`src/rtl/sio_host_if.sv`:
```
// Link-side and fabric-side signal bundle for sio_host; master is the host view,
// slave is the view of the fabric/pin wrapper that faces it.
interface sio_host_if;
    logic        cmd_valid;
    logic        cmd_ready;
    logic [3:0]  cmd_addr;
    logic [15:0] cmd_wdata;
    logic [1:0]  tx;
    logic        oe;
    logic [1:0]  rx;
    logic [7:0]  adc_data;
    logic        adc_valid;
    logic        adc_first;
    logic        resp_valid;
    logic [3:0]  resp_addr;
    logic [15:0] resp_data;
    logic [7:0]  err_count;

    modport master (
        input  cmd_valid, cmd_addr, cmd_wdata, rx,
        output cmd_ready, tx, oe, adc_data, adc_valid, adc_first,
               resp_valid, resp_addr, resp_data, err_count
    );

    modport slave (
        output cmd_valid, cmd_addr, cmd_wdata, rx,
        input  cmd_ready, tx, oe, adc_data, adc_valid, adc_first,
               resp_valid, resp_addr, resp_data, err_count
    );
endinterface

```
`src/rtl/sio_host.sv`:
```
// Host initiator for the 2-bit/clock half-duplex DDR ADC link: sends start + 20-bit command,
// then captures 24 ADC bytes and a 16-bit readback. Optional idle check: SIO_HOST_IDLE_CHECK_EN.
module sio_host #(
    parameter int         FRAME_LEN = 128,
    parameter int         RX_START  = 14,
    parameter logic [3:0] IDLE_ADDR = 4'hF
) (
    input  logic      clock,
    input  logic      reset,
    input  logic      enable,
    sio_host_if.master bus
);
    localparam logic [7:0] LAST_C   = 8'(FRAME_LEN - 1);
    localparam logic [7:0] RX_FIRST = 8'(RX_START);
    localparam logic [7:0] RX_LAST  = 8'(RX_START + 103);
    localparam logic [7:0] TX_LAST  = 8'd10;

    if (FRAME_LEN < 121 || FRAME_LEN > 255) begin : g_bad_frame_len
        $error("sio_host: FRAME_LEN out of range 121..255");
    end
    if (RX_START < 1 || RX_START + 104 > FRAME_LEN) begin : g_bad_rx_start
        $error("sio_host: RX_START+104 exceeds FRAME_LEN");
    end
    if (IDLE_ADDR < 4'd4) begin : g_bad_idle_addr
        $error("sio_host: IDLE_ADDR must be 4..15");
    end

    typedef enum logic {ST_IDLE, ST_RUN} state_t;

    state_t      state;
    logic [7:0]  cnt;
    logic [19:0] shift;
    logic [3:0]  addr_q;
    logic [5:0]  rx_sr;
    logic [7:0]  resp_hi;
    logic        cmd_hold;
    logic [1:0]  tx_q;
    logic        oe_q;
    logic [7:0]  adc_data_q;
    logic        adc_valid_q;
    logic        adc_first_q;
    logic        resp_valid_q;
    logic [3:0]  resp_addr_q;
    logic [15:0] resp_data_q;

    logic        accept;
    logic [19:0] cmd_word;
    logic [6:0]  rx_idx;
    logic        in_rx;
    logic [7:0]  rx_byte;
    logic [4:0]  rx_group;
    logic        group_done;

    // cmd_hold blocks re-acceptance of a request still held high after its handshake
    assign accept     = !reset && (cnt == '0) && enable && bus.cmd_valid && !cmd_hold;
    assign cmd_word   = accept ? {bus.cmd_addr, bus.cmd_wdata} : {IDLE_ADDR, 16'h0000};
    assign rx_idx     = 7'(cnt - RX_FIRST);
    assign in_rx      = (state == ST_RUN) && (cnt >= RX_FIRST) && (cnt <= RX_LAST);
    assign rx_byte    = {rx_sr, bus.rx};
    assign rx_group   = rx_idx[6:2];
    assign group_done = in_rx && (rx_idx[1:0] == 2'b11);

    always_ff @(posedge clock or posedge reset) begin
        if (reset) begin
            state        <= ST_IDLE;
            cnt          <= '0;
            shift        <= '0;
            addr_q       <= '0;
            rx_sr        <= '0;
            resp_hi      <= '0;
            cmd_hold     <= 1'b0;
            tx_q         <= '0;
            oe_q         <= 1'b0;
            adc_data_q   <= '0;
            adc_valid_q  <= 1'b0;
            adc_first_q  <= 1'b0;
            resp_valid_q <= 1'b0;
            resp_addr_q  <= '0;
            resp_data_q  <= '0;
        end else begin
            adc_valid_q  <= 1'b0;
            adc_first_q  <= 1'b0;
            resp_valid_q <= 1'b0;

            if (!bus.cmd_valid)
                cmd_hold <= 1'b0;
            else if (accept)
                cmd_hold <= 1'b1;

            if (cnt == '0) begin
                if (enable) begin
                    state  <= ST_RUN;
                    cnt    <= 8'd1;
                    shift  <= cmd_word;
                    addr_q <= cmd_word[19:16];
                    tx_q   <= 2'b00;
                    oe_q   <= 1'b1;
                end else begin
                    state  <= ST_IDLE;
                    tx_q   <= 2'b11;
                    oe_q   <= 1'b0;
                end
            end else begin
                cnt <= (cnt == LAST_C) ? '0 : cnt + 8'd1;
                if (cnt <= TX_LAST) begin
                    tx_q  <= shift[19:18];
                    oe_q  <= 1'b1;
                    shift <= {shift[17:0], 2'b00};
                end else begin
                    tx_q  <= 2'b11;
                    oe_q  <= 1'b0;
                end
                if (in_rx) begin
                    rx_sr <= rx_byte[5:0];
                    if (group_done) begin
                        if (rx_group < 5'd24) begin
                            adc_data_q  <= rx_byte;
                            adc_valid_q <= 1'b1;
                            adc_first_q <= (rx_group == 5'd0);
                        end else if (rx_group == 5'd24) begin
                            resp_hi <= rx_byte;
                        end else begin
                            resp_valid_q <= 1'b1;
                            resp_addr_q  <= addr_q;
                            resp_data_q  <= {resp_hi, rx_byte};
                        end
                    end
                end
            end
        end
    end

`ifdef SIO_HOST_IDLE_CHECK_EN
    logic [7:0] err_q;

    always_ff @(posedge clock or posedge reset) begin
        if (reset)
            err_q <= '0;
        else if (group_done && rx_group == 5'd25 && addr_q == IDLE_ADDR &&
                 {resp_hi, rx_byte} != {12'hAAA, IDLE_ADDR} && err_q != 8'hFF)
            err_q <= err_q + 8'd1;
    end

    assign bus.err_count = err_q;
`else
    assign bus.err_count = '0;
`endif

    assign bus.cmd_ready  = accept;
    assign bus.tx         = tx_q;
    assign bus.oe         = oe_q;
    assign bus.adc_data   = adc_data_q;
    assign bus.adc_valid  = adc_valid_q;
    assign bus.adc_first  = adc_first_q;
    assign bus.resp_valid = resp_valid_q;
    assign bus.resp_addr  = resp_addr_q;
    assign bus.resp_data  = resp_data_q;
endmodule
```
`src/flat_wrapper.sv`:
```
// flat-port wrapper written by rule: the top's interface ports become plain ports
module sio_host_flat 
#(
    parameter int         FRAME_LEN = 128,
    parameter int         RX_START  = 14,
    parameter logic [3:0] IDLE_ADDR = 4'hF
)
  (clock, reset, enable, bus_cmd_valid, bus_cmd_addr, bus_cmd_wdata, bus_rx, bus_cmd_ready, bus_tx, bus_oe, bus_adc_data, bus_adc_valid, bus_adc_first, bus_resp_valid, bus_resp_addr, bus_resp_data, bus_err_count);
  sio_host_if bus_i ();
  input  logic clock;
  input  logic reset;
  input  logic enable;
  input wire logic [$bits(bus_i.cmd_valid)-1:0] bus_cmd_valid;
  input wire logic [$bits(bus_i.cmd_addr)-1:0] bus_cmd_addr;
  input wire logic [$bits(bus_i.cmd_wdata)-1:0] bus_cmd_wdata;
  input wire logic [$bits(bus_i.rx)-1:0] bus_rx;
  output wire logic [$bits(bus_i.cmd_ready)-1:0] bus_cmd_ready;
  output wire logic [$bits(bus_i.tx)-1:0] bus_tx;
  output wire logic [$bits(bus_i.oe)-1:0] bus_oe;
  output wire logic [$bits(bus_i.adc_data)-1:0] bus_adc_data;
  output wire logic [$bits(bus_i.adc_valid)-1:0] bus_adc_valid;
  output wire logic [$bits(bus_i.adc_first)-1:0] bus_adc_first;
  output wire logic [$bits(bus_i.resp_valid)-1:0] bus_resp_valid;
  output wire logic [$bits(bus_i.resp_addr)-1:0] bus_resp_addr;
  output wire logic [$bits(bus_i.resp_data)-1:0] bus_resp_data;
  output wire logic [$bits(bus_i.err_count)-1:0] bus_err_count;
  assign bus_i.cmd_valid = bus_cmd_valid;
  assign bus_i.cmd_addr = bus_cmd_addr;
  assign bus_i.cmd_wdata = bus_cmd_wdata;
  assign bus_i.rx = bus_rx;
  assign bus_cmd_ready = bus_i.cmd_ready;
  assign bus_tx = bus_i.tx;
  assign bus_oe = bus_i.oe;
  assign bus_adc_data = bus_i.adc_data;
  assign bus_adc_valid = bus_i.adc_valid;
  assign bus_adc_first = bus_i.adc_first;
  assign bus_resp_valid = bus_i.resp_valid;
  assign bus_resp_addr = bus_i.resp_addr;
  assign bus_resp_data = bus_i.resp_data;
  assign bus_err_count = bus_i.err_count;
  sio_host #(.FRAME_LEN(FRAME_LEN), .RX_START(RX_START), .IDLE_ADDR(IDLE_ADDR)) u_core (.clock(clock), .reset(reset), .enable(enable), .bus(bus_i));
endmodule
```
`config.mk`:
```
export PLATFORM = sky130hd
export DESIGN_NAME = sio_host_flat
export DESIGN_NICKNAME = d
export VERILOG_FILES = /design/src/rtl/sio_host_if.sv /design/src/rtl/sio_host.sv /design/src/flat_wrapper.sv
export SDC_FILE = /design/constraint.sdc
export NUM_CORES = 1
export LEC_CHECK = 0
export ABC_AREA = 1
export BUFFER_PORTS_ARGS = -buffer_cell sky130_fd_sc_hd__buf_2
export CAP_MARGIN = 0
export CORE_ASPECT_RATIO = 0.6
export CORE_MARGIN = 2
export CORE_UTILIZATION = 40
export DETAILED_ROUTE_END_ITERATION = 8
export GPL_ROUTABILITY_DRIVEN = 0
export GPL_TIMING_DRIVEN = 1
export HOLD_SLACK_MARGIN = 0.15
export PLACE_DENSITY = 0.69
export SKIP_LAST_GASP = 1
export SYNTH_ARGS = -nofsm -noshare
export SYNTH_HDL_FRONTEND = slang
export SYNTH_SLANG_ARGS = --single-unit
```
`constraint.sdc`:
```
create_clock -name clock -period 4.8 [get_ports clock]
set_input_delay 0.72 -clock clock [delete_from_list [all_inputs] [get_ports clock]]
set_output_delay 0.72 -clock clock [all_outputs]
set_load 0.03 [all_outputs]
```
==> summary.txt, run 1 <==
Routing
  – DR WL/cell: about 13 um
  – DRT Wirelength: around 8500 um
  – Final antenna-violating net count: 0
  – Vias/cell: around 4.8
  – First DRT Iteration DRCs: between 150 and 200
  – DRT Pass-1 Iters: 6
  – Vias: 3166
  – Drt drc: 0

Final layout
  – Inserted Diodes: 0
  – Nets: 563
  – Fraction of layout cells with a size suffix above 1: 18.10%
  – Fillers: just over 900
  – Final Cell Area: between 0.004 and 0.005 mm2
  – Area Overhead vs Synth: 16.12%

Clock network
  – Hold_buf cts: 0
  – Worst-Skew Late Latency: about 0.33 ns
  – Setup Fix Bufs, Post-CTS: 0
  – Clock slew at reported path FFs: 0.06 ns
  – Cts repair resizes: 0
  – CTS Sinks: 82
  – Clock root cell: clkbuf_16
  – H-tree depth: 3
  – Max clock buf depth: 2
  – Clock buffer count from CTS: 9
  – CTS tree: built

Power and ir drop
  – Leakage power: about 0.0023 uW
  – VDD IR max: 0.2107 mV
  – Pwr/cell area: about 320 mW/mm2

Global route
  – Grt ovf: 0
  – Number of global-route vias before repair: 2978
  – Tot GR Track Use: around 17%
  – GR Util met1: 25.37%
  – First-pass GRT wire length: ~14000 um
  – Met2 Usage GRT: approximately a quarter
  – GRT busiest layer: met2
  – GR Util met3: under 10%
  – Initial antenna violation count: 0
  – Largest net degree at the start of global routing: 83

Die
  – Initial core utilization: about two fifths
  – Die ar.: between 0.01 and 0.015 mm2
  – Core area: approximately 0.0093 mm2
  – Chip width: approximately 130 um
  – Die Ht: roughly 80 um
  – Rows: 27
  – Num ports: roughly 70

Min path
  – Min-delay worst type: flip-flop to flip-flop
  – Worst Min Path Start: u_core.bus.resp_data[0]

Setup path
  – CP endpoint kind: output pin
  – Critical path origin: u_core.cnt[0]
  – CP max FO: 27
  – Crit path launch type: flip-flop
  – Crit path arrival time: between 2 and 2.5 ns
  – Required @ worst endpoint: ~4.1 ns
  – FF-to-FF Start: u_core.cnt[1]
  – Critical path type: flip-flop to output pin

STA
  – RSZ-0062 raised after global routing: false
  – Max-slew violations: 0
  – Fin Setup TNS: 0 ns
  – Clk_skew: approximately 0.0077 ns
  – Least-Margin Pin Slew: approximately 1.0 ns
  – Post-layout minimum cycle time: approximately 3 ns
  – Final hold vios: 0
  – Final Setup Violations: 0
  – Fmax: 335.5 MHz
  – Period utilization: 62.10%
  – Slew HR: between 30% and 40%

Logic synthesis
  – Yosys warns: 0
  – Seq/Total Area, Yosys: about 53%
  – Post-synthesis register bit count: a little over 80
  – Area contributors post-synth: dfrtp_1 53%, nand2_1 15%, nor2_1 8.1%, o21ai_0 3.7%, nand3_1 3.6%
  – Post-Synthesis Cells: 477
  – Synth top area share: a little over half
  – Number of distinct library cells after synthesis: 29
  – Synth area leader: dfrtp_1
  – Mean post-synth cell area: roughly 8.1 um2
  – Mapped cell area: between 0.003 and 0.004 mm2

Placement
  – HPWL after detailed placement: 5913 um
  – Placed Instance Area: roughly 0.0042 mm2
  – Number of port buffers: 60

Job
  – Max cap viols: 0

Status
  – Status: finished, final reports clean
kinds of logic after synthesis:
kind of cell | Yosys count | synth area share (%)
and+or+nand+nor | 293 | 31.96
DFF | 82 | 52.89
buffers and inverters | 52 | 7.062
adders and majority gates | 6 | 1.935
xor gates and xnor gates | 2 | 0.4515
AOI/OAI and AO/OA | 41 | 5.611
other | 1 | 0.09665
state kept, by name (all words and copies together), names as in the netlist:
name / flops
u_core.shift: 20
u_core.bus.resp_data: 16
u_core.bus.adc_data: 8
u_core.cnt: 8
u_core.resp_hi: 8
u_core.rx_sr: 6
u_core.addr_q: 4
u_core.bus.resp_addr: 4
u_core.bus.tx: 2
u_core.bus.adc_first: 1
u_core.bus.adc_valid: 1
u_core.bus.oe: 1
u_core.bus.resp_valid: 1
u_core.cmd_hold: 1
u_core.state: 1
critical path: stages, from the launching register on:
cell and delay [ns]:
dfrtp_1 0.47, inv_1 0.18, ha_1 0.17, nand3_1 0.10
inv_2 0.08, nand2_4 0.15, inv_4 0.26, nand2_4 0.11
nor4_1 0.16, buf_2 0.24
stage by stage:
stage	total power, uW	std cells	utilization (%)	setup slack, ns	hold slack (ns)
after floorplan	753.6	484	-	1.606	0.4425
after global placement	771.6	650	45.29	1.991	0.4544
after detailed placement	773.1	650	45.29	1.878	0.4531
after CTS	1458	666	48.50	1.780	0.4673
after global routing	1494	666	48.50	1.545	0.4866
final	1443	666	48.50	1.819	0.4649
cells in the final DEF (no fill, tap or decap), types with 3 or more instances in the layout:
master     netlist  layout
a21oi_1          6       6
buf_2           10      60
clkbuf_16        0       9
conb_1           1       8
dfrtp_1         82      82
ha_1             6       6
inv_1           20      19
inv_2            6       6
nand2_1        155     155
nand2_2          3       3
nand3_1         28      28
nand4_1          8       8
nor2_1          84      84
nor2_2           3       3
nor2_4           3       3
nor4_1           3       3
o21ai_0         29      29
layout make-up:
type	instances	area, um2	share of cell area [%]
sequential	82	2052	45.54
multi-input combinational	350	1580	35.07
timing repair buffer	61	307.8	6.831
clock buffer	12	246.5	5.471
tap	130	162.7	3.610
inverter	27	105.1	2.333
clock inverter	4	51.30	1.139
report_power, final:
part | switching (uW) | leakage, uW | internal (uW) | total [uW]
registers | 7.21 | 0.00104 | 699 | 707
logic | 39.5 | 0.00115 | 13.4 | 52.9
clock network | 266 | 0.000143 | 417 | 684
synthesized netlist by cell type, drive strengths merged:
| cell | n |
|---|---|
| a21oi | 7 |
| a31oi | 1 |
| buf | 23 |
| clkbuf | 2 |
| conb | 1 |
| dfrtp | 82 |
| ha | 6 |
| inv | 27 |
| nand2 | 160 |
| nand3 | 29 |
| nand4 | 9 |
| nor2 | 90 |
| nor3 | 2 |
| nor4 | 3 |
| o21ai | 29 |
| o22ai | 2 |
| o31ai | 2 |
| xor2 | 2 |
routing by layer:
metal | up-vias | wire, um
met2 | 72 | 3512
met1 | 1485 | 4373
met3 | 6 | 566
met5 | - | 0
li1 | 1603 | -
met4 | 0 | 68
final timing paths:
path	to	slack (ns)	cells past startpoint
max in group asynchronous	u_core.bus.oe	3.36	3
min	u_core.bus.resp_data[0]	0.46	2
min reg2reg	u_core.bus.resp_data[0]	0.46	2
min in group asynchronous	u_core.shift[14]	0.72	3
max	bus_cmd_ready	1.82	9
max reg2reg	u_core.bus.resp_data[7]	1.84	11
No activity file was read; power rests on OpenSTA's default activity.
==> run 2, diff against run 1 <==
==> constraint.sdc (replaced) <==
create_clock -name clock -period 3 [get_ports clock]
set_input_delay 0.45 -clock clock [delete_from_list [all_inputs] [get_ports clock]]
set_output_delay 0.45 -clock clock [all_outputs]
set_load 0.03 [all_outputs]
==> summary.txt, run 2 (same netlist as run 1, synthesis figures left out) <==
Global route
  – Number of global-route vias before repair: around 3000
  – Largest net degree at the start of global routing: 83
  – Initial antenna violation count: 0
  – First-pass GRT wire length: 14960 um
  – Tot GR Track Use: roughly 18%
  – Grt ovf: 0

Final layout
  – Biggest register: u_core.shift
  – Most frequent cells in the layout: 155 x nand2_1, 84 x nor2_1, 82 x dfrtp_1, 60 x buf_2, 29 x o21ai_0
  – Most common cell after layout, fill and taps aside: nand2_1
  – Max reg flops: 20
  – Area Overhead vs Synth: 16.35%
  – Fillers: 890
  – Final instance count without filler cells: approximately 670
  – Nets: 566
  – Fraction of layout cells with a size suffix above 1: about a fifth
  – Final design utilization: about half
  – Inserted Diodes: 0

Setup path
  – Delay-heaviest family, CP: buffers and inverters
  – Buffers and inverters on the worst path: 4
  – R2R depth: 10
  – Crit path launch type: flip-flop
  – CP endpoint kind: output pin
  – Critical path depth: 9
  – Worst reg-to-reg setup slack: roughly 0.46 ns
  – Critical Path Most Common Cell: nand2_4
  – R2R Path End: u_core.shift[18]
  – CP cell instances: inv_1 -> ha_1 -> nand3_1 -> inv_2 -> nand2_4 -> inv_4 -> nand2_4 -> nor4_1 -> buf_2
  – Critical path origin: u_core.cnt[0]
  – Worst setup path endpoint: bus_cmd_ready
  – Crit path arrival time: ~2.2 ns
  – Required @ worst endpoint: between 2 and 3 ns
  – Critical path type: flip-flop to output pin
  – Crit-path max cell delay: about 0.45 ns
  – Crit-path slowest cell: dfrtp_1
  – CP max FO: 27
  – FF-to-FF Start: u_core.cnt[0]

STA
  – Slew HR: between 30 and 40%
  – Fin Setup TNS: 0 ns
  – RSZ-0062 raised after global routing: false
  – Max-slew violations: 0
  – Post-layout minimum cycle time: approximately 2.7 ns
  – Final hold vios: 0
  – Period utilization: between 80% and 90%
  – Fmax: approximately 370 MHz
  – Clk_skew: between 0.005 and 0.006 ns
  – Final Setup Violations: 0
  – Least-Margin Pin Slew: between 1 and 1.5 ns

Power and ir drop
  – Total Power: around 2300 uW
  – Leakage power: ~0.0023 uW
  – VDD IR max: about 0.23 mV
  – Pwr/cell area: ~500 mW/mm2

Die
  – Rows: 27
  – Die ar.: between 0.01 and 0.015 mm2
  – Chip width: 131.1 um
  – Die Ht: between 80 and 90 um
  – Initial core utilization: around two fifths
  – Num ports: 69
  – Core area: 0.009290 mm2

Routing
  – Drt drc: 0
  – Met2 wire len: between 3000 and 4000 um
  – Met3 Wirelength: between 500 and 600 um
  – DRT Pass-1 Iters: 6
  – First DRT Iteration DRCs: 243
  – DR top layer: met4
  – Final antenna-violating net count: 0
  – DR WL/cell: between 10 and 15 um
  – Vias/cell: between 4 and 5
  – DRT Wirelength: about 8800 um
  – Metal-1 WL: 4454 um
  – Vias: between 3000 and 4000

Status
  – Status: finished, final reports clean

Clock network
  – H-tree depth: 3
  – Clock root cell: clkbuf_16
  – Max clock buf depth: 2
  – Setup Fix Bufs, Post-CTS: 0
  – Worst-Skew Late Latency: about 0.33 ns
  – Hold_buf cts: 0
  – CTS Sinks: slightly above 80
  – CTS tree: built
  – Clock buffer count from CTS: 9
  – Cts repair resizes: 0
  – Clock slew at reported path FFs: approximately 0.060 ns

Min path
  – Min-delay worst type: primary input to flip-flop
  – Worst Min Path Start: reset

Placement
  – Placed cell count: around 650
  – Number of port buffers: 60
  – HPWL after detailed placement: between 6000 and 7000 um

Job
  – Max cap viols: 0
[run 2: changes by cell type in the layout (fill, tap and decap cells not counted), sizes merged]
cell,before,now
buf,61,64
clkbuf,12,9
clkinv,3,6
clkinvlp,1,0
[run 2: area by class of cell]
cell class              count  area [um2]  area share, %
well taps                 130       162.7          3.603
multi-input cells         350        1580          35.01
repair buffers             64       330.3          7.317
flip-flops and latches     82        2052          45.45
clock buffers               9       225.2          4.989
inverters                  27       105.1          2.328
clock inverters             6       58.81          1.303
[run 2: through the flow]
step | hold WS, ns | setup WS, ns | cell area [um2]
after floorplan | 0.4425 | 0.07571 | 3906
after detailed placement | 0.4528 | 0.5586 | 4230
final | 0.3444 | 0.3064 | 4514
after CTS | 0.3365 | 0.3161 | 4514
after global routing | 0.3397 | 0.08347 | 4514
after global placement | 0.4529 | 0.6492 | 4230
[run 2: worst register-to-register path, cell delays in order (launching register included)]
cell     delay, ns
dfrtp_1       0.45
inv_1         0.17
ha_1          0.17
nand3_1       0.11
inv_2         0.09
nand2_4       0.15
inv_4         0.27
nand2_4       0.12
nand2_2       0.48
o21ai_0       0.21
o21ai_0       0.25
[run 2: how the worst min path moves through the flow]
stage	to	slack, ns	cells past startpoint
final	u_core.cmd_hold	0.34	2
after global routing	u_core.cmd_hold	0.34	2
after CTS	u_core.cmd_hold	0.34	2
after detailed placement	u_core.bus.resp_data[0]	0.45	2
after global placement	u_core.bus.resp_data[0]	0.45	2
after floorplan	u_core.resp_hi[0]	0.44	2
[run 2: routing by layer]
layer | vias to the layer above | global-route usage, %
met1 | 1507 | 26.46
li1 | 1602 | -
met2 | 86 | 25.58
met4 | 0 | 4.674
met3 | 6 | 4.672
met5 | - | 0
[run 2: power breakdown]
| part | internal, uW | switching [uW] |
|---|---|---|
| registers | 1120 | 11.4 |
| clock network | 635 | 425 |
| logic | 21.4 | 63.0 |
| total | 1780 | 499 |
==> run 3, diff against run 2 <==
--- a/config.mk
+++ b/config.mk
@@ -8,14 +8,13 @@
 export ABC_AREA = 1
 export BUFFER_PORTS_ARGS = -buffer_cell sky130_fd_sc_hd__buf_2
 export CAP_MARGIN = 0
-export CORE_ASPECT_RATIO = 0.6
 export CORE_MARGIN = 2
-export CORE_UTILIZATION = 40
+export CORE_UTILIZATION = 56
 export DETAILED_ROUTE_END_ITERATION = 8
 export GPL_ROUTABILITY_DRIVEN = 0
 export GPL_TIMING_DRIVEN = 1
 export HOLD_SLACK_MARGIN = 0.15
-export PLACE_DENSITY = 0.69
+export PLACE_DENSITY_LB_ADDON = 0.08
 export SKIP_LAST_GASP = 1
 export SYNTH_ARGS = -nofsm -noshare
 export SYNTH_HDL_FRONTEND = slang
==> summary.txt, run 3 (same netlist as run 1, synthesis figures left out) <==
Routing
  – DRT Wirelength: between 7000 and 8000 um
  – First DRT Iteration DRCs: 187
  – DR WL/cell: roughly 12 um
  – DRT Pass-1 Iters: 4
  – Vias: 3154
  – Drt drc: 0
  – Vias/cell: roughly 5.1
  – Final antenna-violating net count: 0

Clock network
  – CTS tree: built
  – CTS Sinks: 82
  – Clock buffer count from CTS: 9
  – H-tree depth: 3
  – Worst-Skew Late Latency: between 0.3 and 0.4 ns
  – Clock root cell: clkbuf_8
  – Max clock buf depth: 2
  – Cts repair resizes: 0
  – Clock slew at reported path FFs: 0.09 ns

Min path
  – Min-delay worst type: primary input to flip-flop

Global route
  – Number of global-route vias before repair: 2866
  – GRT busiest layer: met2
  – GR Util met3: roughly 3.4%
  – Grt ovf: 0
  – Initial antenna violation count: 0
  – Met2 Usage GRT: between 30% and 40%
  – First-pass GRT wire length: 13150 um
  – Tot GR Track Use: 21.92%
  – GR Util met1: a little under a third
  – Largest net degree at the start of global routing: 50

STA
  – Period utilization: around 90%
  – Max-slew violations: 0
  – Fmax: approximately 370 MHz
  – Final Setup Violations: 0
  – Least-Margin Pin Slew: approximately 0.68 ns
  – Fin Setup TNS: 0 ns
  – Final hold vios: 0
  – RSZ-0062 raised after global routing: false
  – Slew HR: approximately 54%
  – Post-layout minimum cycle time: approximately 2.7 ns
  – Clk_skew: ~0.006 ns

Die
  – Chip width: slightly below 90 um
  – Core area: 0.006756 mm2
  – Initial core utilization: around 57%
  – Die Ht: 87.24 um
  – Rows: 30
  – Num ports: a little under 70
  – Die ar.: between 0.007 and 0.008 mm2

Final layout
  – Most common cell after layout, fill and taps aside: nand2_1
  – Nets: about 570
  – Final instance count without filler cells: 620
  – Fraction of layout cells with a size suffix above 1: 18.89%
  – Reg area: 0.002052 mm2
  – Most frequent cells in the layout: 155 x nand2_1, 84 x nor2_1, 82 x dfrtp_1, 60 x buf_2, 29 x o21ai_0
  – Multi-input logic area: between 0.0015 and 0.002 mm2
  – Fillers: just over 600
  – Area Overhead vs Synth: 13.03%
  – Biggest register: u_core.shift
  – Inserted Diodes: 0
  – Max reg flops: 20

Setup path
  – Required @ worst endpoint: ~2.6 ns
  – Critical path type: flip-flop to output pin
  – Worst reg-to-reg setup slack: around 0.50 ns
  – CP endpoint kind: output pin
  – Crit path launch type: flip-flop
  – CP max FO: 27
  – Crit path arrival time: about 2.3 ns

Job
  – Max cap viols: 0

Status
  – Status: finished, final reports clean

Placement
  – HPWL after detailed placement: about 5400 um
  – Number of port buffers: 60
  – Placed cell count: roughly 600

Power and ir drop
  – VDD IR max: approximately 0.21 mV
  – Pwr/cell area: 466.9 mW/mm2
  – Leakage power: 0.002312 uW
-- run 3: final timing paths --
check                                          from                  endpoint  cells past startpoint
max                                   u_core.cnt[0]             bus_cmd_ready                      9
min                                   bus_cmd_valid           u_core.cmd_hold                      3
max reg2reg                           u_core.cnt[0]          u_core.shift[17]                     11
min reg2reg                u_core.bus.resp_data[13]  u_core.bus.resp_data[13]                      2
max in group asynchronous                     reset           u_core.shift[2]                      4
min in group asynchronous                     reset           u_core.cmd_hold                      3
-- run 3: power by group --
| group | internal, uW | leakage (uW) | switching [uW] |
|---|---|---|---|
| Clock | 401 | 0.000103 | 434 |
| Sequential | 1120 | 0.00104 | 10.7 |
| Combinational | 22.3 | 0.00117 | 62.7 |
| Total | 1540 | 0.00231 | 508 |
-- run 3: routing by layer --
| metal | wire (um) | share of wire, % |
|---|---|---|
| met1 | 3706 | 48 |
| met2 | 3646 | 47 |
| met3 | 277 | 3.6 |
| met4 | 94 | 1.2 |
| met5 | 0 | 0 |
-- run 3: final cells by class --
class / instances / area share [%]
Sequential cell: 82 / 46.79
Multi-Input combinational cell: 350 / 36.03
Timing Repair Buffer: 65 / 7.760
Clock buffer: 9 / 2.825
Inverter: 27 / 2.397
Tap cell: 80 / 2.282
Clock inverter: 7 / 1.912
-- run 3: repair_timing --
item / CTS / global route
setup buffers: 0 / 0
hold buffers: 1 / 0
endpoints found under the hold margin: 10 / 0
-- run 3: per-stage QoR --
stage / util (%) / instance area (um2) / hold WS, ns / power, uW / setup WS, ns
4_1_cts: 64.91 / 4385 / 0.3008 / 2070 / 0.2550
6_report: 64.91 / 4385 / 0.3142 / 2047 / 0.2876
3_3_place_gp: 61.69 / 4168 / 0.4481 / 1234 / 0.6508
2_1_floorplan: - / 3906 / 0.4425 / 1206 / 0.07571
3_5_place_dp: 61.69 / 4168 / 0.4532 / 1236 / 0.4874
5_1_grt: 64.91 / 4385 / 0.3184 / 2126 / 0.03289
-- run 3: worst max-delay path, stage by stage, from the launching register on --
cell	delay [ns]
dfrtp_1	0.47
inv_1	0.17
ha_1	0.16
nand3_1	0.10
inv_2	0.08
nand2_4	0.14
inv_4	0.26
nand2_4	0.11
nor4_1	0.17
buf_2	0.24
